===== config.mk =====
export PLATFORM = sky130hd
export DESIGN_NAME = regfile_sb
export DESIGN_NICKNAME = d
export VERILOG_FILES = /design/src/rtl/regfile_sb_pkg.sv /design/src/rtl/regfile_sb_bypass.sv /design/src/rtl/regfile_sb.sv
export SDC_FILE = /design/constraint.sdc
export NUM_CORES = 1
export LEC_CHECK = 0
export BUFFER_PORTS_ARGS = -buffer_cell sky130_fd_sc_hd__clkbuf_2
export CORE_MARGIN = 10
export CORE_UTILIZATION = 50
export DETAILED_ROUTE_END_ITERATION = 7
export GPL_TIMING_DRIVEN = 0
export PLACE_DENSITY = 0.66
export SLEW_MARGIN = 20
export SYNTH_ARGS = -nofsm -noshare
export SYNTH_HDL_FRONTEND = slang
export SYNTH_SLANG_ARGS = --single-unit
export TNS_END_PERCENT = 5

===== constraint.sdc =====
create_clock -name clk -period 4.9 [get_ports clk]
set_input_delay 1.225 -clock clk [delete_from_list [all_inputs] [get_ports clk]]
set_output_delay 1.225 -clock clk [all_outputs]
set_load 0.01 [all_outputs]

===== src/rtl/regfile_sb_pkg.sv =====
// Shared types and defaults for the scoreboarded register file.
// Holds the sweep FSM state encoding and default geometry.
package regfile_sb_pkg;

  localparam int XLEN_DEF  = 32;
  localparam int NREGS_DEF = 32;

  typedef enum logic {
    CLEAR = 1'b0,
    RUN   = 1'b1
  } state_e;

endpackage


===== src/rtl/regfile_sb_bypass.sv =====
// One read port: array data with same-cycle writeback bypass,
// busy masking by that writeback, and x0 / not-running forced to zero.
module regfile_sb_bypass #(
  parameter int XLEN = 32,
  parameter int AW   = 5
) (
  input  logic            run,
  input  logic [AW-1:0]   rs_num,
  input  logic [XLEN-1:0] arr_data,
  input  logic            arr_busy,
  input  logic            we,
  input  logic [AW-1:0]   rd_num,
  input  logic [XLEN-1:0] wdata,
  output logic [XLEN-1:0] rs_data,
  output logic            rs_busy
);

  logic hit;

  assign hit = we && (rd_num == rs_num);

  always_comb begin
    rs_data = '0;
    rs_busy = 1'b0;
    if (run && (rs_num != '0)) begin
      rs_data = hit ? wdata : arr_data;
      rs_busy = arr_busy && !hit;
    end
  end

endmodule


===== src/rtl/regfile_sb.sv =====
// Register file with per-entry busy bits; a post-reset sweep zeroes
// one entry per cycle before the file reports ready.
module regfile_sb
  import regfile_sb_pkg::*;
#(
  parameter int XLEN  = XLEN_DEF,
  parameter int NREGS = NREGS_DEF,
  parameter int NRD   = 2,
  localparam int AW   = $clog2(NREGS)
) (
  input  logic              clk,
  input  logic              rst,
  output logic              ready,
  input  logic [NRD*AW-1:0] rs_num,
  output logic [NRD*XLEN-1:0] rs_data,
  output logic [NRD-1:0]    rs_busy,
  input  logic              we,
  input  logic [AW-1:0]     rd_num,
  input  logic [XLEN-1:0]   wdata,
  input  logic              issue_valid,
  input  logic [AW-1:0]     issue_rd
);

  state_e          state_q, state_d;
  logic [AW-1:0]   clr_idx_q, clr_idx_d;
  logic [XLEN-1:0] mem_q [NREGS];
  logic [NREGS-1:0] busy_q, busy_d;

  logic            run, clearing, wr_hit, is_hit;
  logic            mem_we;
  logic [AW-1:0]   mem_addr;
  logic [XLEN-1:0] mem_wdata;

  assign run      = (state_q == RUN) && !rst;
  assign clearing = (state_q == CLEAR) && !rst;
  assign wr_hit   = run && we && (rd_num != '0);
  assign is_hit   = run && issue_valid && (issue_rd != '0);
  assign ready    = run;

  always_ff @(posedge clk) begin
    if (rst) begin
      state_q   <= CLEAR;
      clr_idx_q <= '0;
    end else begin
      state_q   <= state_d;
      clr_idx_q <= clr_idx_d;
    end
  end

  always_comb begin
    state_d   = state_q;
    clr_idx_d = clr_idx_q;
    case (state_q)
      CLEAR: begin
        clr_idx_d = clr_idx_q + AW'(1);
        if (clr_idx_q == AW'(NREGS - 1)) begin
          state_d   = RUN;
          clr_idx_d = '0;
        end
      end
      RUN: ;
      default: state_d = CLEAR;
    endcase
  end

  // Sweep and writeback share the array's only write port.
  always_comb begin
    mem_we    = clearing || wr_hit;
    mem_addr  = clearing ? clr_idx_q : rd_num;
    mem_wdata = clearing ? '0 : wdata;
  end

  always_ff @(posedge clk) begin
    if (mem_we) mem_q[mem_addr] <= mem_wdata;
  end

  // Issue is applied last so it wins over a same-index writeback.
  always_comb begin
    busy_d = busy_q;
    if (clearing) busy_d[clr_idx_q] = 1'b0;
    if (wr_hit)   busy_d[rd_num]    = 1'b0;
    if (is_hit)   busy_d[issue_rd]  = 1'b1;
  end

  always_ff @(posedge clk) begin
    busy_q <= busy_d;
  end

  for (genvar i = 0; i < NRD; i++) begin : g_rd
    logic [AW-1:0] idx;
    assign idx = rs_num[i*AW +: AW];

    regfile_sb_bypass #(
      .XLEN (XLEN),
      .AW   (AW)
    ) u_byp (
      .run      (run),
      .rs_num   (idx),
      .arr_data (mem_q[idx]),
      .arr_busy (busy_q[idx]),
      .we       (we),
      .rd_num   (rd_num),
      .wdata    (wdata),
      .rs_data  (rs_data[i*XLEN +: XLEN]),
      .rs_busy  (rs_busy[i])
    );
  end

endmodule


==> insert_results.sql, run 1 <==
INSERT INTO impl_metrics (metric_group, metric, value, unit) VALUES
('final_layout', 'nets', '3081', ''),
('worst_hold_path', 'worst_hold_path_type', 'reg2reg', ''),
('final_layout', 'postLayoutCoreUtil', '0.592', ''),
('sta', 'rsz0062_at_grt', 'yes', ''),
('die', 'design.core.area', '98400', 'µm²'),
('power_and_ir_drop', 'cellPowerDensity', '358', 'nW/µm²'),
('yosys', 'syn-instance-count', '2722', ''),
('clock_network', 'cts_buffer_depth', '3', ''),
('sta', 'hold_violations', '0', ''),
('worst_setup_path', 'worst_path_dominant_cell_family', 'buffers and inverters', ''),
('final_layout', 'drive_above_1_share', '0.369', ''),
('worst_setup_path', 'crit_arrival', '3.84', 'ns'),
('worst_setup_path', 'crit_type', 'in2out', ''),
('worst_setup_path', 'regToRegSetupSlack', '1.32', 'ns'),
('yosys', 'ys_ff_latch', '1062', ''),
('power_and_ir_drop', 'power.static_leakage', '19.1', 'nW'),
('worst_setup_path', 'critical_path.endpoint_type', 'primary output', ''),
('worst_setup_path', 'path_cells', 'buf_6 > buf_6 > clkbuf_4 > nand3b_1 > clkbuf_4 > o22ai_1 > a211oi_1 > a21oi_2 > a22o_1 > clkbuf_2', ''),
('drt', 'routedWlPerCell', '43.6', 'µm'),
('worst_hold_path', 'min_from', 'busy_q[0]$_DFF_P_', ''),
('yosys', 'netlist_top_cells_count', '1,024 x edfxtp_1, 461 x mux4_2, 167 x mux2i_1, 153 x o22ai_1, 92 x clkbuf_1', ''),
('global_route', 'globalRoute.totalOverflow', '0', ''),
('yosys', 'synth.yosys.warnings', '0', ''),
('sta', 'fmax', '197', 'MHz'),
('worst_hold_path', 'min_to', 'busy_q[0]$_DFF_P_', ''),
('placement', 'globalplace.congestion', '1.00', ''),
('yosys', 'post-synth-top-area-cell', 'edfxtp_1', ''),
('yosys', 'synth.yosys.seq_area_share', '0.634', ''),
('worst_setup_path', 'crit-reg2reg-capture', 'mem_q[4][5]$_DFFE_PP_', ''),
('outcome', 'outcome', 'finished with violations', ''),
('yosys', 'synth_edf_count', '1024', ''),
('die', 'core.rowCount', '115', ''),
('global_route', 'grt_start_max_net_pins', '33', ''),
('yosys', 'asyncSetResetFlopFracSynth', '0', ''),
('yosys', 'post_synthesis_area_per_instance', '18.3', 'µm²'),
('power_and_ir_drop', 'worst_ir_drop_vdd', '0.334', 'mV'),
('die', 'floorplan.die.height', '335', 'µm'),
('clock_network', 'worstSkewPairLatency', '0.73', 'ns'),
('global_route', 'grt_first_pass_wirelength', '262000', 'µm'),
('sta', 'tightestPinTransition', '1.27', 'ns'),
('yosys', 'synth_fp_nets', '2783', ''),
('sta', 'final-setup-viol-count', '48', ''),
('drt', 'vias_per_cell', '7.61', ''),
('yosys', 'ys_types', '55', ''),
('sta', 'finalMaxSlewViolations', '0', ''),
('die', 'start_util', '0.505', ''),
('clock_network', 'cts-root-buf', 'clkbuf_16', ''),
('outcome', 'violations', 'negative setup slack', ''),
('global_route', 'grt_antenna_before_repair', '8', ''),
('sta', 'relSlewSlack', '0.153', ''),
('sta', 'slack_of_the_critical_path', '-0.167', 'ns'),
('final_layout', 'final-instance-count-excl-fill', '4402', ''),
('yosys', 'synth.most_common_cell', 'edfxtp_1', ''),
('drt', 'dr.first_iter.drc_count', '6265', ''),
('final_layout', 'post-route-cell-area', '58300', 'µm²'),
('worst_setup_path', 'crit_path_start_kind', 'primary input', ''),
('clock_network', 'tritoncts.num_buffers', '111', ''),
('yosys', 'synth_top_flop_cell', 'edfxtp_1', ''),
('clock_network', 'cts_hold_buffers', '0', ''),
('placement', 'placed_cells_incl_taps', '4190', ''),
('worst_setup_path', 'crit_path_max_fanout', '10', ''),
('sta', 'period_needed', '5.07', 'ns'),
('clock_network', 'cts_max_level', '3', ''),
('placement', 'post_dp_cell_area', '53800', 'µm²'),
('clock_network', 'cts.reportedPaths.clkPinSlew', '0.06', 'ns'),
('clock_network', 'clock_sink_count', '1062', ''),
('worst_setup_path', 'r2r_start', 'state_q$_SDFF_PP0_', ''),
('drt', 'routed-via-count', '33500', ''),
('die', 'die_width', '335', 'µm'),
('run', 'drv.max_cap_violation_count', '0', ''),
('worst_setup_path', 'worst_path_bufs_invs', '5', '');
-- per-layer routing --
layer / vias up / part of all wire / GRT usage / routed length, µm
met5: - / 0.00036 / 0 / 69
met1: 17400 / 0.35 / 0.444 / 66900
met3: 618 / 0.15 / 0.117 / 29000
li1: 12300 / - / - / -
met2: 3174 / 0.43 / 0.481 / 81800
met4: 12 / 0.074 / 0.209 / 14200
-- cells in the final DEF, fill, tap and decap left out, types with 15 or more instances in the layout --
cell type and count:
a32o_1 16, buf_4 55, nor2_2 16, o22ai_2 26, buf_12 26, clkinv_2 16, dfxtp_1 38, clkinv_1 25
clkbuf_2 154, buf_16 28, bufinv_16 17, mux2i_1 167, a22oi_1 38, buf_2 47, nor2_1 20, nor2_4 48
nand2_1 74, o21ai_1 32, a22o_1 24, a21oi_1 30, edfxtp_1 1024, nand3b_1 16, o221ai_1 63, buf_6 30
clkbuf_1 40, o21ai_0 37, clkbuf_16 113, inv_1 37, o22ai_1 127, mux4_2 461, clkbuf_4 29, nor4_1 24
buf_8 15, a211oi_1 36
-- sequential cells by signal, indices dropped and copies added, names as in the netlist --
name	count
busy_q	32
mem_q	1024
clr_idx_q	5
state_q	1
-- power by group --
part / leakage [nW] / total, mW / internal, mW / switching, mW
combinational: 7.60 / 1.98 / 0.687 / 1.29
clock: 1.82 / 8.80 / 5.14 / 3.66
sequential: 9.68 / 10.1 / 10.0 / 0.0413
total: 19.1 / 20.9 / 15.9 / 5.00
-- layout make-up --
class | instances | area (µm²)
multi-input combinational | 1394 | 17700
tap | 1287 | 1610
antenna | 3 | 7.51
sequential | 1062 | 31500
inverter | 38 | 143
buffer | 228 | 1490
fill | 7242 | 40100
clock inverter | 68 | 810
clock buffer | 137 | 2940
timing repair buffer | 185 | 2130
-- how the worst max path moves through the flow --
| stage | startpoint | to | slack (ns) | cells after the start |
|---|---|---|---|---|
| floorplan | rst | mem_q[20][0]$_DFFE_PP_ | 0.56 | 5 |
| global placement | rst | mem_q[28][8]$_DFFE_PP_ | -2.39 | 6 |
| detailed placement | rs_num[9] | rs_data[55] | -1.21 | 8 |
| CTS | rs_num[2] | rs_data[15] | -0.10 | 10 |
| global route | rs_num[5] | rs_data[44] | -0.11 | 10 |
| finish | rs_num[5] | rs_data[60] | -0.17 | 10 |
-- repair_timing --
action	CTS	global route
cloned	0	0
gates resized for setup	161	71
endpoints found under the setup margin	66	54
setup buffers	4	0
pin swaps	2	1
-- kinds of logic after synthesis --
| kind of cell | count (synthesis) | synth area share |
|---|---|---|
| xor+xnor | 10 | 0.00176 |
| mux | 629 | 0.243 |
| simple gates | 271 | 0.0266 |
| buf+inv | 266 | 0.0273 |
| compound gates | 479 | 0.0660 |
| flops | 1062 | 0.634 |
| fa+ha+maj | 5 | 0.00126 |
-- per-stage QoR --
step           hold WS (ns)  setup TNS [ns]  setup WS (ns)  power [mW]
6_report              0.484           -2.85         -0.167        20.9
5_1_grt               0.496          -0.975         -0.113        21.3
4_1_cts               0.480          -0.659         -0.105        20.8
3_5_place_dp          0.467          -39.72          -1.21        12.1
3_3_place_gp          0.475        -1788.06          -2.39        12.0
2_1_floorplan         0.434               0          0.556        11.3
No activity file was read; power rests on OpenSTA's default activity.
==> inputs of run 2 (changes only) <==
--- a/config.mk
+++ b/config.mk
@@ -6,12 +6,13 @@
 export NUM_CORES = 1
 export LEC_CHECK = 0
 export BUFFER_PORTS_ARGS = -buffer_cell sky130_fd_sc_hd__clkbuf_2
+export CORE_ASPECT_RATIO = 1.2
 export CORE_MARGIN = 10
 export CORE_UTILIZATION = 50
 export DETAILED_ROUTE_END_ITERATION = 7
 export GPL_TIMING_DRIVEN = 0
 export PLACE_DENSITY = 0.66
-export SLEW_MARGIN = 20
+export SLEW_MARGIN = 10
 export SYNTH_ARGS = -nofsm -noshare
 export SYNTH_HDL_FRONTEND = slang
 export SYNTH_SLANG_ARGS = --single-unit
==> insert_results.sql, run 2 (synthesis gave the netlist of run 1 again) <==
INSERT INTO impl_metrics (metric_group, metric, value, unit) VALUES
('drt', 'detail_route.wirelength', '191000', 'µm'),
('sta', 'min_period_over_period', '1.04', ''),
('worst_setup_path', 'path_cells', 'clkbuf_1 > xor2_1 > nor4_1 > and3_1 > nand2_1 > buf_2 > o21ai_1 > clkbuf_2', ''),
('power_and_ir_drop', 'power.switching', '4.90', 'mW'),
('final_layout', 'largest_registers', 'mem_q (1024), busy_q (32), clr_idx_q (5)', ''),
('worst_setup_path', 'crit_path_max_fanout', '10', ''),
('worst_setup_path', 'critPathRequiredTime', '3.67', 'ns'),
('die', 'start_util', '0.504', ''),
('placement', 'globalplace.congestion', '1.01', ''),
('power_and_ir_drop', 'cellPowerDensity', '352', 'nW/µm²'),
('die', 'design.portCount', '123', ''),
('final_layout', 'largest_register_ffs', '1024', ''),
('power_and_ir_drop', 'clock_power_share', '0.407', ''),
('die', 'die_width', '308', 'µm'),
('worst_setup_path', 'crit_path_start_kind', 'primary input', ''),
('placement', 'port-buffer-count', '109', ''),
('global_route', 'globalRoute.totalOverflow', '0', ''),
('run', 'drv.max_cap_violation_count', '0', ''),
('clock_network', 'cts_max_level', '3', ''),
('die', 'design.core.area', '98500', 'µm²'),
('sta', 'relSlewSlack', '0.183', ''),
('placement', 'post-place-ws', '-1.10', 'ns'),
('die', 'design.die.area', '112000', 'µm²'),
('drt', 'routedWlPerCell', '43.5', 'µm'),
('worst_setup_path', 'critical_path.endpoint_type', 'primary output', ''),
('final_layout', 'post-route-cell-area', '57700', 'µm²'),
('final_layout', 'top_register', 'mem_q', ''),
('clock_network', 'cts_tree', 'built', ''),
('final_layout', 'mostFrequentLayoutCell', 'edfxtp_1', ''),
('clock_network', 'cts_buffer_depth', '3', ''),
('drt', 'routed-via-count', '33100', ''),
('worst_setup_path', 'max_stage_delay', '0.51', 'ns'),
('power_and_ir_drop', 'pwr-share-comb', '0.097', ''),
('worst_hold_path', 'worst_hold_path_type', 'reg2reg', ''),
('drt', 'detail-route-antenna-nets', '0', ''),
('sta', 'slack_of_the_critical_path', '-0.201', 'ns'),
('outcome', 'violations', 'negative setup slack', ''),
('final_layout', 'most-common-layout-cells', '1,024 x edfxtp_1, 461 x mux4_2, 167 x mux2i_1', ''),
('sta', 'final-setup-viol-count', '44', ''),
('drt', 'vias_per_cell', '7.54', ''),
('placement', 'place_hpwl', '135000', 'µm'),
('power_and_ir_drop', 'power.static_leakage', '18.9', 'nW'),
('clock_network', 'clock_sink_count', '1062', ''),
('sta', 'tightestPinTransition', '1.22', 'ns'),
('global_route', 'grt_antenna_before_repair', '5', ''),
('outcome', 'outcome', 'finished with violations', ''),
('global_route', 'vias_in_the_first_global_route', '32900', ''),
('drt', 'drc_errors', '0', ''),
('sta', 'rsz0062_at_grt', 'yes', ''),
('die', 'core.rowCount', '126', ''),
('power_and_ir_drop', 'switching_fraction', '0.241', ''),
('final_layout', 'filler_cells_inserted', '7189', ''),
('clock_network', 'cts-root-buf', 'clkbuf_16', ''),
('global_route', 'grt_first_pass_wirelength', '261000', 'µm'),
('clock_network', 'cts_hold_buffers', '0', ''),
('power_and_ir_drop', 'p_int', '15.5', 'mW'),
('sta', 'fmax', '196', 'MHz'),
('worst_setup_path', 'crit_type', 'in2out', ''),
('drt', 'dr.first_iter.drc_count', '5549', ''),
('sta', 'period_needed', '5.10', 'ns'),
('worst_setup_path', 'crit_arrival', '3.88', 'ns'),
('final_layout', 'nets', '3077', ''),
('drt', 'detailedRoute.firstPassIterationCount', '6', ''),
('clock_network', 'cts.reportedPaths.clkPinSlew', '0.07', 'ns'),
('final_layout', 'flow.area_growth_from_synthesis', '16.2', '%'),
('sta', 'clock-skew-final', '0.0288', 'ns'),
('global_route', 'grt_start_max_net_pins', '33', ''),
('global_route', 'gr-usage-all-layers', '0.338', ''),
('die', 'floorplan.die.height', '365', 'µm'),
('sta', 'finalMaxSlewViolations', '0', ''),
('final_layout', 'drive_above_1_share', '0.363', ''),
('placement', 'post_dp_cell_area', '53600', 'µm²'),
('power_and_ir_drop', 'share_seq_of_total_power', '0.496', ''),
('clock_network', 'tritoncts.num_buffers', '108', ''),
('worst_setup_path', 'crit_path_top_delay_cell', 'clkbuf_1', ''),
('sta', 'hold_violations', '0', ''),
('clock_network', 'worstSkewPairLatency', '0.72', 'ns'),
('power_and_ir_drop', 'worst_ir_drop_vdd', '0.261', 'mV');
==> run 2: final cells by class <==
cell class	count	area (µm²)	area share
Clock inverter	60	597	0.0103
Clock buffer	139	2880	0.0499
Inverter	38	143	0.00247
Timing Repair Buffer	185	2010	0.0348
Tap cell	1280	1600	0.0277
Antenna cell	5	12.5	0.000217
Sequential cell	1062	31500	0.546
Multi-Input combinational cell	1394	17500	0.303
Buffer	227	1500	0.0259
==> run 2: worst paths after layout <==
kind / to / slack [ns] / startpoint / depth (start not counted)
worst max-delay path: rs_data[18] / -0.20 / rd_num[3] / 8
worst min-delay path: busy_q[0]$_DFF_P_ / 0.47 / busy_q[0]$_DFF_P_ / 1
worst max register to register: mem_q[24][9]$_DFFE_PP_ / 1.25 / state_q$_SDFF_PP0_ / 5
worst min register to register: busy_q[0]$_DFF_P_ / 0.47 / busy_q[0]$_DFF_P_ / 1
==> run 2: stage by stage <==
stage | setup TNS (ns) | std cells | hold WS (ns) | utilization | total power, mW
4_1_cts | -1.74 | 4385 | 0.471 | 0.584 | 20.3
6_report | -2.86 | 4390 | 0.474 | 0.586 | 20.4
5_1_grt | -0.590 | 4386 | 0.483 | 0.586 | 20.7
3_3_place_gp | -1745.45 | 4111 | 0.449 | 0.526 | 12.0
2_1_floorplan | 0 | 2722 | 0.434 | - | 11.3
3_5_place_dp | -40.33 | 4183 | 0.459 | 0.544 | 12.1
==> run 2: power groups by stage <==
stage	combinational (mW)	clock (mW)	sequential (mW)
6_report	1.98	8.29	10.1
5_1_grt	1.99	8.65	10.1
4_1_cts	1.89	8.29	10.1
3_5_place_dp	1.85	0	10.3
3_3_place_gp	1.73	0	10.3
2_1_floorplan	1.03	0	10.3
==> run 2: worst max-delay path, delay by kind of cell <==
kind            cells  cell delay (ns)
compound gates      1             0.45
simple gates        3             0.95
buf+inv             3             1.10
xor+xnor            1             0.13
==> run 2: repair_timing <==
item	CTS	global route
gates resized for setup	160	88
endpoints found under the setup margin	66	56
buffers inserted	4	0
pin swaps	2	2
==> run 2: per-layer routing <==
layer / track usage / wire [µm]
met1: 0.417 / 62500
met2: 0.496 / 82500
met3: 0.106 / 27300
met4: 0.260 / 18400
met5: 0 / 27
